==> config.mk <==
export PLATFORM = sky130hd
export DESIGN_NAME = bicubic_line_wr_ctrl
export DESIGN_NICKNAME = d
export VERILOG_FILES = /design/src/rtl/bicubic_line_wr_ctrl_pkg.sv /design/src/rtl/bicubic_line_wr_ctrl_sync.sv /design/src/rtl/bicubic_line_wr_ctrl.sv
export SDC_FILE = /design/constraint.sdc
export NUM_CORES = 1
export LEC_CHECK = 0
export BUFFER_PORTS_ARGS = -buffer_cell sky130_fd_sc_hd__buf_2
export CAP_MARGIN = 0
export CELL_PAD_IN_SITES_DETAIL_PLACEMENT = 1
export CELL_PAD_IN_SITES_GLOBAL_PLACEMENT = 2
export CORE_MARGIN = 2
export CORE_UTILIZATION = 34
export DETAILED_ROUTE_END_ITERATION = 10
export MAX_ROUTING_LAYER = met4
export PLACE_DENSITY_LB_ADDON = 0.25
export SLEW_MARGIN = 0
export SYNTH_ARGS = -nofsm -noshare
export SYNTH_HDL_FRONTEND = slang
export SYNTH_SLANG_ARGS = --single-unit
export TNS_END_PERCENT = 1
==> constraint.sdc <==
create_clock -name clk_in1 -period 3.5 [get_ports clk_in1]
set_clock_uncertainty 0.15 [all_clocks]
set_input_delay 0 -clock clk_in1 [delete_from_list [all_inputs] [get_ports clk_in1]]
set_output_delay 0 -clock clk_in1 [all_outputs]
set_load 0.02 [all_outputs]
==> src/rtl/bicubic_line_wr_ctrl_pkg.sv <==
// Shared constants and write-FSM encoding for the bicubic line-buffer bank.
package bicubic_pkg;
    localparam int DEF_IMG_W = 960;
    localparam int DEF_IMG_H = 540;
    localparam int DEF_AW    = 11;
    localparam int PIX_W     = 8;
    localparam int NUM_LINES = 4;
    localparam int PTR_W     = $clog2(NUM_LINES);
    localparam int LIDX_W    = 11;
    localparam int CNT_W     = 3;

    typedef enum logic [1:0] {
        ST_IDLE = 2'd0,
        ST_FILL = 2'd1,
        ST_WAIT = 2'd2
    } wr_state_e;
endpackage

==> src/rtl/bicubic_line_wr_ctrl_sync.sv <==
// Toggle-to-pulse crossing: 2-flop synchroniser plus edge-detect flop.
// Pulse appears 2-3 write clocks after the toggle edge; no backpressure.
module toggle_sync_pulse (
    input  logic clk_i,
    input  logic rst_n_i,
    input  logic tgl_i,
    output logic pulse_o
);
    logic [2:0] sync_q;

    always_ff @(posedge clk_i or negedge rst_n_i) begin
        if (!rst_n_i) begin
            sync_q <= '0;
        end else begin
            sync_q <= {sync_q[1:0], tgl_i};
        end
    end

    assign pulse_o = sync_q[1] ^ sync_q[2];
endmodule

==> src/rtl/bicubic_line_wr_ctrl.sv <==
// Round-robin writer of pixel rows into 4 line buffers; write path 1 cycle after transfer.
// Backpressure: pix_ready drops while all 4 buffered lines are unconsumed.
module bicubic_line_wr_ctrl
    import bicubic_pkg::*;
#(
    parameter int IMG_W = DEF_IMG_W,
    parameter int IMG_H = DEF_IMG_H,
    parameter int AW    = DEF_AW
) (
    input  logic              clk_in1,
    input  logic              rst_n,
    input  logic              pix_sof,
    input  logic              pix_valid,
    input  logic [PIX_W-1:0]  pix_data,
    output logic              pix_ready,
    input  logic              rd_rel_tgl,
    output logic              bram0_wenb,
    output logic              bram1_wenb,
    output logic              bram2_wenb,
    output logic              bram3_wenb,
    output logic [AW-1:0]     bram_waddr,
    output logic [PIX_W-1:0]  bram_wdata,
    output logic              line_done,
    output logic              frame_done,
    output logic [LIDX_W-1:0] wr_line_idx,
    output logic [CNT_W-1:0]  buf_cnt,
    output logic              rel_err
);
    localparam logic [AW-1:0]     COL_LAST  = AW'(IMG_W - 1);
    localparam logic [LIDX_W-1:0] LINE_LAST = LIDX_W'(IMG_H - 1);
    localparam logic [CNT_W-1:0]  CNT_FULL  = CNT_W'(NUM_LINES);

    wr_state_e            state_q, state_d;
    logic                 run_q;
    logic [AW-1:0]        col_q, col_d;
    logic [PTR_W-1:0]     ptr_q, ptr_d;
    logic [CNT_W-1:0]     cnt_q, cnt_d;
    logic [LIDX_W-1:0]    lidx_q, lidx_d;
    logic                 rel_err_q, rel_err_d;
    logic [NUM_LINES-1:0] wen_q, wen_d;
    logic [AW-1:0]        waddr_q, waddr_d;
    logic [PIX_W-1:0]     wdata_q, wdata_d;
    logic                 line_done_q, line_done_d;
    logic                 frame_done_q, frame_done_d;
    logic                 rel_pulse, xfer, abort, line_end;

    toggle_sync_pulse u_rel_sync (
        .clk_i   (clk_in1),
        .rst_n_i (rst_n),
        .tgl_i   (rd_rel_tgl),
        .pulse_o (rel_pulse)
    );

    always_comb begin
        state_d      = state_q;
        col_d        = col_q;
        ptr_d        = ptr_q;
        cnt_d        = cnt_q;
        lidx_d       = lidx_q;
        rel_err_d    = rel_err_q;
        wen_d        = '0;
        waddr_d      = waddr_q;
        wdata_d      = wdata_q;
        line_done_d  = 1'b0;
        frame_done_d = 1'b0;
        line_end     = 1'b0;
        abort        = 1'b0;
        pix_ready    = 1'b0;

        // run_q keeps ready low while in reset and for the first clock after it
        case (state_q)
            ST_IDLE: pix_ready = run_q;
            ST_FILL: pix_ready = run_q && (cnt_q < CNT_FULL);
            default: pix_ready = 1'b0;
        endcase
        xfer = pix_valid && pix_ready;

        if (xfer && pix_sof) begin
            abort = (state_q != ST_IDLE);
            if (abort) begin
                ptr_d = '0;
            end
            wen_d[ptr_d] = 1'b1;
            waddr_d      = '0;
            wdata_d      = pix_data;
            col_d        = AW'(1);
            lidx_d       = '0;
            state_d      = ST_FILL;
        end else if (xfer && state_q == ST_FILL) begin
            wen_d[ptr_q] = 1'b1;
            waddr_d      = col_q;
            wdata_d      = pix_data;
            if (col_q == COL_LAST) begin
                line_end    = 1'b1;
                line_done_d = 1'b1;
                col_d       = '0;
                ptr_d       = ptr_q + 1'b1;
                lidx_d      = lidx_q + 1'b1;
                if (lidx_q == LINE_LAST) begin
                    frame_done_d = 1'b1;
                    lidx_d       = '0;
                    state_d      = ST_IDLE;
                end
            end else begin
                col_d = col_q + 1'b1;
            end
        end

        // A completion and a release in the same cycle cancel out
        if (abort) begin
            cnt_d = '0;
        end else if (line_end && !rel_pulse) begin
            cnt_d = cnt_q + 1'b1;
        end else if (rel_pulse && !line_end) begin
            if (cnt_q == '0) begin
                rel_err_d = 1'b1;
            end else begin
                cnt_d = cnt_q - 1'b1;
            end
        end

        if (state_q == ST_WAIT && cnt_q < CNT_FULL) begin
            state_d = ST_FILL;
        end else if (line_end && !frame_done_d && cnt_d == CNT_FULL) begin
            state_d = ST_WAIT;
        end
    end

    always_ff @(posedge clk_in1 or negedge rst_n) begin
        if (!rst_n) begin
            state_q      <= ST_IDLE;
            run_q        <= 1'b0;
            col_q        <= '0;
            ptr_q        <= '0;
            cnt_q        <= '0;
            lidx_q       <= '0;
            rel_err_q    <= 1'b0;
            wen_q        <= '0;
            waddr_q      <= '0;
            wdata_q      <= '0;
            line_done_q  <= 1'b0;
            frame_done_q <= 1'b0;
        end else begin
            state_q      <= state_d;
            run_q        <= 1'b1;
            col_q        <= col_d;
            ptr_q        <= ptr_d;
            cnt_q        <= cnt_d;
            lidx_q       <= lidx_d;
            rel_err_q    <= rel_err_d;
            wen_q        <= wen_d;
            waddr_q      <= waddr_d;
            wdata_q      <= wdata_d;
            line_done_q  <= line_done_d;
            frame_done_q <= frame_done_d;
        end
    end

    assign bram0_wenb  = wen_q[0];
    assign bram1_wenb  = wen_q[1];
    assign bram2_wenb  = wen_q[2];
    assign bram3_wenb  = wen_q[3];
    assign bram_waddr  = waddr_q;
    assign bram_wdata  = wdata_q;
    assign line_done   = line_done_q;
    assign frame_done  = frame_done_q;
    assign wr_line_idx = lidx_q;
    assign buf_cnt     = cnt_q;
    assign rel_err     = rel_err_q;
endmodule

-- Word-level counts from Yosys, hierarchy flattened
Cells that the tools add are included.
- bits in registers: 59
- latch bits: 0
- RAM bits: 0
- ROM bits: 0
- memories: 0
- add/sub/neg operators: 5
- multipliers: 0
- divide/modulo/power cells: 0
- $lt $le $gt $ge: 5
- eq/ne operators: 5
- shift-type cells: 0
- mux-type cells: 41
- bitwise operators: 3
- reductions and logical operators: 25
- operators with widths (operator ; number):
    $mux 11 ; 9
    $add 11x1->11 const B ; 2
    $eq 11x10->1 const B ; 2
    $mux 2 ; 11
    $mux 8 ; 2
    $mux 3 ; 4
    $reduce_bool 4->1 ; 3
    $logic_and 1x1->1 ; 11
    $mux 1 ; 10
    $mux 4 ; 2
    $lt 2x3->1 const B ; 2
    $reduce_bool 2->1 ; 3
    $demux 1 s2 ; 2
    $ge 2x1->1 const B ; 2
    $reduce_and 4->1 ; 1
    $add 3x1->3 const B ; 1
    $eq 3x3->1 const B ; 1
    $logic_not 1->1 ; 3
    $logic_not 3->1 ; 1
    $lt 3x3->1 const B ; 1
    $reduce_and 3->1 ; 1
    $sub 3x1->3 const B ; 1
    $add 2x1->2 const B ; 1
    $eq 2x1->1 const B ; 1
    6 further kinds ; 7

-- Logic depth before layout (Yosys ltp)
Gate-level depths: netlist of run 1.
- depth after elaboration: 16
- mapped depth: 8

-- Cells and area by module
From an unflattened synthesis of run 1, not the netlist that was laid out.
- cells, all modules: 300
- area total of the unflattened synthesis: 2965.3 µm²
- by module, submodules not included (module ; instances ; cells an instance ; area each (µm²)):
    bicubic_line_wr_ctrl ; 1 ; 296 ; 2881.5
    toggle_sync_pulse ; 1 ; 4 ; 83.8

-- Worst setup path after synthesis of run 1
No wires, ideal clock.
- kind: flip-flop to flip-flop
- start point: reg col_q[0]
- end point: reg state_q[0]
- arrival time: 2182 ps
- required time: 3224 ps
- setup slack: 1042 ps
- stages on the path, launching flop included: 9
- buffers on the path: 2
- clock period less this slack: 2458 ps
- path through: dfrtp_1 -> ha_1 -> nand3_1 -> or4b_1 -> buf_2 -> or3_1 -> buf_6 -> a211o_1 -> o311a_1
- word-level cells in the longest chain between the ends: 13
- elaborated cells on any way between the ends: 23
- those cells by class: eq/ne (2); mux (11); reduce/logical (10)
- ends and longest elaborated chain (item ; RTL line ; source):
    start: declaration ; bicubic_line_wr_ctrl.sv:35 ; logic [AW-1:0] col_q, col_d;
    start signal: assignment ; bicubic_line_wr_ctrl.sv:146 ; col_q <= col_d;
    $eq 11x10->1 (*) ; bicubic_line_wr_ctrl.sv:93 ; if (col_q == COL_LAST) begin
    $mux 1 ; bicubic_line_wr_ctrl.sv:93 ;
    $mux 1 ; bicubic_line_wr_ctrl.sv:89 ; end else if (xfer && state_q == ST_FILL) begin
    $mux 1 ; bicubic_line_wr_ctrl.sv:78 ; if (xfer && pix_sof) begin
    $logic_not 1->1 ; bicubic_line_wr_ctrl.sv:114 ; end else if (rel_pulse && !line_end) begin
    $logic_and 1x1->1 ; bicubic_line_wr_ctrl.sv:114 ;
    $mux 3 ; bicubic_line_wr_ctrl.sv:114 ;
    $mux 3 ; bicubic_line_wr_ctrl.sv:112 ; end else if (line_end && !rel_pulse) begin
    $mux 3 ; bicubic_line_wr_ctrl.sv:110 ; if (abort) begin
    $eq 3x3->1 ; bicubic_line_wr_ctrl.sv:124 ; end else if (line_end && !frame_done_d && cnt_d == CNT_FULL) begin
    $logic_and 1x1->1 ; bicubic_line_wr_ctrl.sv:124 ;
    $reduce_bool 4->1 (no source line) / $mux 2 (equally long branches) ; - ;
    $reduce_and 3->1 (no source line) / $mux 2 (equally long branches) ; - ;
    end signal: assignment ; bicubic_line_wr_ctrl.sv:144 ; state_q <= state_d;
    end: declaration ; bicubic_line_wr_ctrl.sv:33 ; wr_state_e state_q, state_d;
Every way passes the cells marked *; elsewhere a longest branch is shown, timed or not.
A chain may end at the register's enable or synchronous reset.

-- Worst setup path after layout of run 1
Ends and elaborated chain as after synthesis.

==> results of run 1 <==
==> cells by family (layout without fill, tap and decap cells) <==
group | after synthesis | count (layout) | synth area share (%)
AOI/OAI and AO/OA | 65 | 65 | 15.19
muxes | 8 | 8 | 3.199
DFF | 59 | 59 | 52.42
xor gates and xnor gates | 8 | 8 | 2.488
buffers and inverters | 22 | 98 | 3.243
adders and majority gates | 9 | 9 | 3.998
and+or+nand+nor | 110 | 110 | 19.32
other | 1 | 1 | 0.1331
==> cells in the final DEF, fill, tap and decap left out, types with 3 or more instances in the layout <==
master          n
dlygate4sd3_1  11
or4_1           3
nand3_1        14
xor2_1          3
a311oi_1        4
o21ai_0        16
nor2_1         12
nor3_1         10
ha_1            9
dfrtp_1        59
nor4_1          3
clkbuf_8       13
or3_1           5
xnor2_1         5
buf_2          53
a21oi_1        17
nand2_1        45
inv_1          11
mux2_2          8
nor2b_1         5
buf_4           7
o31ai_1         5
==> stage by stage <==
step / setup slack [ns] / cells / hold WS, ns / utilization (%) / power (mW)
4_1_cts: 0.7373 / 463 / 0.01124 / 43.30 / 2.187
6_report: 0.7446 / 463 / 0.02260 / 43.30 / 2.156
3_3_place_gp: 0.8078 / 436 / -0.04118 / 39.59 / 1.556
5_1_grt: 0.5973 / 463 / 0.06548 / 43.30 / 2.299
2_1_floorplan: 1.042 / 282 / -0.4456 / - / 1.341
3_5_place_dp: 0.7543 / 436 / -0.03946 / 39.59 / 1.577
==> registers in the layout, indices dropped and copies added, names as in the netlist <==
| name | flops |
|---|---|
| bram_waddr | 11 |
| col_q | 11 |
| wr_line_idx | 11 |
| bram_wdata | 8 |
| wen_q | 4 |
| buf_cnt | 3 |
| u_rel_sync.sync_q | 3 |
| ptr_q | 2 |
| state_q | 2 |
| frame_done | 1 |
| line_done | 1 |
| rel_err | 1 |
| run_q | 1 |
==> what timing repair did <==
item / 4_1_cts / 5_1_grt
endpoints found under the hold margin: 69 / 0
resized for setup: 0 / 0
hold buffers: 11 / 0
==> how the worst max path moves through the flow <==
stage,end,from,slack (ns)
2_1_floorplan,state_q[0]$_DFFE_PN0P_,col_q[0]$_DFFE_PN0P_,1.04
3_3_place_gp,state_q[0]$_DFFE_PN0P_,col_q[0]$_DFFE_PN0P_,0.81
3_5_place_dp,state_q[0]$_DFFE_PN0P_,col_q[0]$_DFFE_PN0P_,0.75
4_1_cts,state_q[0]$_DFFE_PN0P_,col_q[0]$_DFFE_PN0P_,0.74
5_1_grt,state_q[0]$_DFFE_PN0P_,col_q[0]$_DFFE_PN0P_,0.60
6_report,state_q[0]$_DFFE_PN0P_,col_q[0]$_DFFE_PN0P_,0.74
==> layout make-up <==
| cell class | count | area, um2 | share of cell area (%) |
|---|---|---|---|
| timing repair buffer | 71 | 427.9 | 12.15 |
| clock inverter | 1 | 5.005 | 0.1421 |
| multi-input combinational | 201 | 1254 | 35.59 |
| tap | 105 | 131.4 | 3.730 |
| sequential | 59 | 1476 | 41.92 |
| inverter | 11 | 41.29 | 1.172 |
| clock buffer | 15 | 186.4 | 5.293 |
==> synth_stat cells (2+ instances only) <==
cell	number
dfrtp_1	59
nand2_1	45
a21oi_1	17
o21ai_0	16
nand3_1	14
nor2_1	12
inv_1	11
nor3_1	10
ha_1	9
clkbuf_1	8
mux2_2	8
nor2b_1	5
o31ai_1	5
or3_1	5
xnor2_1	5
a311oi_1	4
nor4_1	3
or4_1	3
xor2_1	3
a211oi_1	2
a22o_1	2
a31oi_1	2
a32o_1	2
and3_1	2
nand2b_1	2
nand4_1	2
o2111ai_1	2
o21ai_1	2
o41ai_1	2
==> tightest hold or removal path: stages <==
cell,delay (ns)
buf_2,0.13
nand2_1,0.09
nor4_1,0.07
nand2_1,0.09
o21ai_0,0.07
==> power by group through the flow <==
stage	Sequential, mW	Clock [mW]	Combinational (mW)
floorplan	1.04	0	0.304
detailed placement	0.943	0	0.634
finish	0.928	0.592	0.635
global placement	0.935	0	0.621
global route	0.953	0.643	0.703
CTS	0.930	0.613	0.644
==> per-layer routing <==
layer / routed length, um / track usage [%] / vias to the layer above
met1: 3412 / 22.28 / 1154
li1: - / - / 1157
met3: 280 / 4.032 / 6
met2: 3461 / 28.13 / 55
met4: 76 / 6.159 / 0
met5: 0 / - / -
==> impl_metrics.yaml, run 1 <==
run:
  drv_cap: 0
yosys:
  ys_seq_elements: 59
  yosysWarnings: 0
  async_flop_share_pct: 100.0
  synthFlopType: "dfrtp_1"
  synth_edf_count: 0
  yosysTopAreaCellShare_pct: 52.42
  synth_cell_types: 49
  yosys.area.top_type: "dfrtp_1"
  netlist_area_um2: 2816
  syn_inst: 282
  ys_seq_area_share_pct: 52.42
  synth_area_leaders: "dfrtp_1, nand2_1, ha_1"
  syn_nets: 304
  syn_avg_cell_area_um2: 9.987
die:
  io_pins: 54
  start_util_pct: 34.63
  coreArea_um2: 8134
  fp-row-count: 33
  die_h_um: 95.02
  die-area_um2: 9028
  die_width_um: 95.02
power_and_ir_drop:
  p_int_mw: 1.391
  power_frac_clock_pct: 27.5
  p_sw_share_pct: 35.46
  p_comb_share_pct: 29.5
  powerDensity_nw_per_um2: 612.0
  power_switching_mw: 0.7644
  max-vdd-ir-drop_uv: 171.2
  seq_power_share_pct: 43.1
  leakage_nw: 1.639
timing:
  final.min_clock_period_ns: 2.755
  timing.fmax_ghz: 0.3629
  setup_tns_ns: 0
  min_period_over_period_pct: 78.73
  finalHoldViolCount: 0
  finalSetupViolCount: 0
  rsz0062_at_grt: "false"
  slew_violations: 0
  slew_headroom_pct: 42.23
  worst_pin_slew_ns: 0.8666
clock_tree:
  clk-insertion-delay-late_ns: 0.33
  tritoncts: "done"
  cts_buffers: 9
  cts_root_buffer: "clkbuf_8"
  post_cts_buffers: 0
  cts_num_sinks: 59
  cts_buffer_depth: 2
  clk_pin_slew_ns: 0.06
  htree_levels: 3
setup_path:
  r2r_end: "state_q[0]$_DFFE_PN0P_"
  worst-path-stages: 6
  crit_buf_inv: 0
  cpMaxStageDelayCell: "or4b_1"
  cpPeakStageDelay_ns: 0.64
  cp_max_fo: 10
  crit_path_start_kind: "register"
  path_delay_family: "simple AND/OR/NAND/NOR gates"
  worstPathRequired_ns: 3.56
  worstSetupEndpointType: "register"
  worstRegToRegCells: 6
  worstSetupPathType: "register to register"
  timing.rr.start: "col_q[0]$_DFFE_PN0P_"
  reg2reg_setup_slack_ns: 0.74
  path_cells: "ha_1 -> nand3_1 -> or4b_1 -> or3_1 -> a211o_1 -> o311a_1"
  arrival_ns: 2.82
hold_path:
  holdCritPathClass: "input pin to register"
  hold_path_depth: 5
  hold_end: "wen_q[3]$_DFF_PN0_"
  hp-start: "pix_valid"
drt:
  num_vias: 2372
  antenna_left: 0
  viasPerCell: 5.123
  wl_per_cell_um: 15.62
  first_pass_iters: 4
  drc: 0
  wl_mm: 7.231
  drtIter0Drc: 107
cells_and_area:
  syn_to_final_growth_pct: 25.06
  diodes: 0
  drive_above_1_share_pct: 24.30
  final_design_area_no_fill_um2: 3522
  layout.nets: 375
  fillerInstances: 949
global_route:
  grt-ovfl-total: 0
  grt_max_degree: 60
  antenna_found_initial: 0
  globalRouteTotalUtil_pct: 17.68
  grt_pass1_vias: 2422
  grt_pass1_wl_mm: 11.99
run_status:
  status: "complete, no violations"
placed_design:
  dpl-instance-area_um2: 3221
  dp_hpwl_mm: 4.935
  place.gp.congestion: 0.8026
  port_buffers: 53
Power figures use the tool's default switching activity.
==> run 2, diff against run 1 <==
==> constraint.sdc (replaced) <==
create_clock -name clk_in1 -period 2.56 [get_ports clk_in1]
set_clock_uncertainty 0.15 [all_clocks]
set_input_delay 0 -clock clk_in1 [delete_from_list [all_inputs] [get_ports clk_in1]]
set_output_delay 0 -clock clk_in1 [all_outputs]
set_load 0.02 [all_outputs]
==> impl_metrics.yaml, run 2 (same netlist as run 1, synthesis figures left out) <==
run_status:
  status: "complete, no violations"
placed_design:
  place.gp.congestion: 0.8090
  port_buffers: 53
  dpl-instance-area_um2: 3301
  dp_hpwl_mm: 5.182
setup_path:
  worstPathRequired_ns: 2.64
  cpMaxStageDelayCell: "or4b_1"
  cp_max_fo: 8
  cpPeakStageDelay_ns: 0.52
  worstSetupPathType: "register to register"
  crit_path_start_kind: "register"
  arrival_ns: 2.48
  worstSetupEndpointType: "register"
  path_cells: "ha_1 -> nand3_1 -> or4b_1 -> or3_4 -> a211o_1 -> o311a_1"
die:
  die-area_um2: 9028
  coreArea_um2: 8134
  die_h_um: 95.02
  die_width_um: 95.02
  io_pins: 54
  start_util_pct: 34.63
  fp-row-count: 33
power_and_ir_drop:
  leakage_nw: 1.698
  p_comb_share_pct: 30.2
  p_sw_share_pct: 34.61
  max-vdd-ir-drop_uv: 280.7
  seq_power_share_pct: 40.4
  p_int_mw: 2.014
  power_frac_clock_pct: 29.5
  power_switching_mw: 1.066
  powerDensity_nw_per_um2: 847.7
clock_tree:
  post_cts_buffers: 0
  cts_buffers: 9
  htree_levels: 3
  cts_num_sinks: 59
  cts_buffer_depth: 2
  clk-insertion-delay-late_ns: 0.34
  clk_pin_slew_ns: 0.07
  cts_root_buffer: "clkbuf_8"
  tritoncts: "done"
timing:
  setup_tns_ns: 0
  slew_violations: 0
  final.min_clock_period_ns: 2.402
  worst_pin_slew_ns: 0.5917
  slew_headroom_pct: 60.55
  whs_ns: 0.04163
  finalSetupViolCount: 0
  finalHoldViolCount: 0
  timing.fmax_ghz: 0.4164
  rsz0062_at_grt: "false"
  min_period_over_period_pct: 93.82
drt:
  drc: 0
  drtIter0Drc: 100
  viasPerCell: 5.114
  wl_per_cell_um: 15.34
  antenna_left: 0
  first_pass_iters: 4
  wl_mm: 7.254
  num_vias: 2419
global_route:
  antenna_found_initial: 0
  globalRouteTotalUtil_pct: 18.20
  grt_pass1_wl_mm: 12.27
  grt_pass1_vias: 2474
  grt-ovfl-total: 0
  grt_max_degree: 35
run:
  drv_cap: 0
cells_and_area:
  syn_to_final_growth_pct: 29.01
  fillerInstances: 952
  layout_common_cells: "dfrtp_1, buf_2, nand2_1"
  drive_above_1_share_pct: 26.63
  mostFrequentLayoutCell: "dfrtp_1"
  layout.nets: 385
  multi_input_area_um2: 1259
  diodes: 0
  final_design_area_no_fill_um2: 3633
  seqCellArea_um2: 1476
  utilization_pct: 44.67
hold_path:
  holdCritPathClass: "input pin to async pin"
run 2: worst max-delay path, delay by kind of cell, from the launching register on:
kind / cells / cell delay, ns
AND/OR/NAND/NOR: 3 / 1.08
flip-flops: 1 / 0.39
adder cells (fa/ha/maj): 1 / 0.23
AO/OA/AOI/OAI: 2 / 0.44
run 2: timing repair:
item,CTS,global route
resized for setup,0,1
endpoints found under the hold margin,70,0
hold buffers,12,0
endpoints found under the setup margin,0,3
run 2: stage by stage:
| stage | total power, mW | setup slack, ns | std cells |
|---|---|---|---|
| detailed placement | 2.190 | 0.08243 | 445 |
| global placement | 2.165 | 0.1380 | 445 |
| finish | 3.080 | 0.1582 | 473 |
| global route | 3.303 | 0.06198 | 473 |
| floorplan | 1.834 | 0.1024 | 282 |
| CTS | 3.127 | 0.05517 | 473 |
run 2: final timing paths:
path	from	to	slack [ns]	cells after the start
max in group asynchronous	rst_n	buf_cnt[2]$_DFF_PN0_	1.63	3
max	col_q[1]$_DFFE_PN0P_	state_q[0]$_DFFE_PN0P_	0.16	6
min	rst_n	bram_waddr[4]$_DFFE_PN0P_	0.04	2
max reg2reg	col_q[1]$_DFFE_PN0P_	state_q[0]$_DFFE_PN0P_	0.16	6
min reg2reg	u_rel_sync.sync_q[0]$_DFF_PN0_	u_rel_sync.sync_q[1]$_DFF_PN0_	0.20	0
min in group clk_in1	pix_valid	wen_q[0]$_DFF_PN0_	0.04	4
run 2: cell type report:
cell class / instances / share of cell area (%)
sequential: 59 / 40.63
clock inverter: 6 / 2.204
multi-input combinational: 201 / 34.64
clock buffer: 10 / 3.512
timing repair buffer: 81 / 14.26
tap: 105 / 3.616
inverter: 11 / 1.136
run 2: power groups by stage:
stage               combinational, mW  sequential (mW)  clock (mW)
floorplan                       0.415             1.42           0
global placement                0.913             1.25           0
detailed placement              0.926             1.26           0
CTS                             0.940             1.25       0.940
global route                     1.04             1.28       0.978
finish                          0.929             1.24       0.907
run 2: layer usage:
| metal | routed length [um] | track usage (%) | share of wire, % |
|---|---|---|---|
| met1 | 3372 | 23.30 | 46 |
| met3 | 344 | 3.953 | 4.7 |
| met2 | 3444 | 28.84 | 47 |
| met4 | 92 | 6.039 | 1.3 |
| met5 | 0 | - | 0 |
==> run 3, diff against run 2 <==
--- a/config.mk
+++ b/config.mk
@@ -6,7 +6,7 @@
 export NUM_CORES = 1
 export LEC_CHECK = 0
 export BUFFER_PORTS_ARGS = -buffer_cell sky130_fd_sc_hd__buf_2
-export CAP_MARGIN = 0
+export CAP_MARGIN = 20
 export CELL_PAD_IN_SITES_DETAIL_PLACEMENT = 1
 export CELL_PAD_IN_SITES_GLOBAL_PLACEMENT = 2
 export CORE_MARGIN = 2
@@ -14,6 +14,7 @@
 export DETAILED_ROUTE_END_ITERATION = 10
 export MAX_ROUTING_LAYER = met4
 export PLACE_DENSITY_LB_ADDON = 0.25
+export REMOVE_ABC_BUFFERS = 1
 export SLEW_MARGIN = 0
 export SYNTH_ARGS = -nofsm -noshare
 export SYNTH_HDL_FRONTEND = slang
==> impl_metrics.yaml, run 3 (same netlist as run 1, synthesis figures left out) <==
run_status:
  status: "complete, no violations"
timing:
  timing.fmax_ghz: 0.4188
  setup_tns_ns: 0
  whs_ns: 0.01608
  slew_headroom_pct: 60.07
  finalSetupViolCount: 0
  worst_pin_slew_ns: 0.5963
  rsz0062_at_grt: "false"
  min_period_over_period_pct: 93.27
  finalHoldViolCount: 0
  slew_violations: 0
  final.min_clock_period_ns: 2.388
  fin_ws_ns: 0.1723
power_and_ir_drop:
  seq_power_share_pct: 38.8
  p_comb_share_pct: 29.2
  power_switching_mw: 1.073
  p_int_mw: 2.128
  max-vdd-ir-drop_uv: 334.7
  leakage_nw: 1.718
  fin_total_pwr_mw: 3.201
  p_sw_share_pct: 33.51
  powerDensity_nw_per_um2: 871.6
  power_frac_clock_pct: 32.0
placed_design:
  dp_worst_setup_slack_ns: 0.1083
  dpl-instance-area_um2: 3303
  dp_hpwl_mm: 5.123
  port_buffers: 53
  place.gp.congestion: 0.8238
clock_tree:
  cts_buffers: 9
  cts_buffer_depth: 2
  post_cts_buffers: 0
  cts_num_sinks: 59
  tritoncts: "done"
  clk-insertion-delay-late_ns: 0.33
  htree_levels: 3
  cts_root_buffer: "clkbuf_8"
  clk_pin_slew_ns: 0.07
drt:
  wl_mm: 7.260
  num_vias: 2436
  wl_per_cell_um: 15.32
  viasPerCell: 5.139
  first_pass_iters: 4
  antenna_left: 0
  drc: 0
  drtIter0Drc: 70
global_route:
  antenna_found_initial: 0
  grt_pass1_vias: 2478
  globalRouteTotalUtil_pct: 17.85
  grt_max_degree: 35
  grt_pass1_wl_mm: 12.10
  grt-ovfl-total: 0
run:
  drv_cap: 0
cells_and_area:
  syn_to_final_growth_pct: 30.39
  layout.nets: 386
  layout_common_cells: "dfrtp_1, buf_2, nand2_1"
  final_design_area_no_fill_um2: 3672
  diodes: 0
  mostFrequentLayoutCell: "dfrtp_1"
  drive_above_1_share_pct: 27.64
die:
  io_pins: 54
  die-area_um2: 9028
  die_width_um: 95.02
  fp-row-count: 33
  die_h_um: 95.02
  coreArea_um2: 8134
  start_util_pct: 34.63
hold_path:
  holdCritPathClass: "input pin to register"
  hold_path_depth: 5
setup_path:
  worstPathRequired_ns: 2.62
  worstSetupPathType: "register to register"
  worstSetupEndpointType: "register"
  worstRegToRegCells: 6
  crit_path_start_kind: "register"
  arrival_ns: 2.45
  cp_max_fo: 7
run 3: cell count changes in the layout (fill, tap and decap cells not counted), sizes merged:
cell	delta
clkinv	-4
clkbuf	+3
buf	+2
clkinvlp	+1
dlygate4sd3	-1
run 3: cell type report:
| type | count | area [um2] |
|---|---|---|
| Clock buffer | 13 | 178.9 |
| Clock inverter | 3 | 67.56 |
| Fill cell | 940 | 4462 |
| Inverter | 11 | 41.29 |
| Multi-Input combinational cell | 201 | 1266 |
| Sequential cell | 59 | 1476 |
| Tap cell | 105 | 131.4 |
| Timing Repair Buffer | 82 | 510.5 |
run 3: worst max-delay path: stages (launching register included):
cell,delay [ns]
dfrtp_1,0.39
ha_1,0.23
nand3_1,0.12
or4b_1,0.52
or3_4,0.44
a211o_1,0.29
o311a_1,0.12
run 3: final timing paths:
path	end	startpoint	slack [ns]
worst max-delay path	state_q[0]$_DFFE_PN0P_	col_q[1]$_DFFE_PN0P_	0.17
worst min-delay path	wen_q[2]$_DFF_PN0_	pix_valid	0.02
worst max register to register	state_q[0]$_DFFE_PN0P_	col_q[1]$_DFFE_PN0P_	0.17
worst min register to register	u_rel_sync.sync_q[1]$_DFF_PN0_	u_rel_sync.sync_q[0]$_DFF_PN0_	0.20
max in group asynchronous	col_q[10]$_DFFE_PN0P_	rst_n	1.83
min in group asynchronous	bram_waddr[8]$_DFFE_PN0P_	rst_n	0.06
run 3: power by group through the flow:
stage	Combinational [mW]	Clock (mW)	Sequential, mW
CTS	0.950	1.05	1.25
global route	1.04	1.09	1.27
global placement	0.909	0	1.25
detailed placement	0.930	0	1.26
finish	0.934	1.02	1.24
floorplan	0.397	0	1.43
run 3: repair_timing:
action / 4_1_cts / 5_1_grt
hold endpoints to repair: 70 / 0
endpoints found under the setup margin: 0 / 6
hold buffers: 11 / 0
resized for setup: 0 / 2
run 3: layer usage:
layer / vias to the layer above / share of wire (%) / track usage (%) / routed length [um]
met5: - / 0 / - / 0
met1: 1203 / 49 / 22.99 / 3524
met2: 43 / 47 / 28.07 / 3443
met3: 8 / 3.0 / 4.506 / 216
li1: 1182 / - / - / -
met4: 0 / 1.0 / 5.072 / 76
run 3: per-stage QoR:
step                std cells  util [%]
floorplan                 271         -
global placement          447     40.61
detailed placement        447     40.61
CTS                       474     44.99
global route              474     45.15
finish                    474     45.15
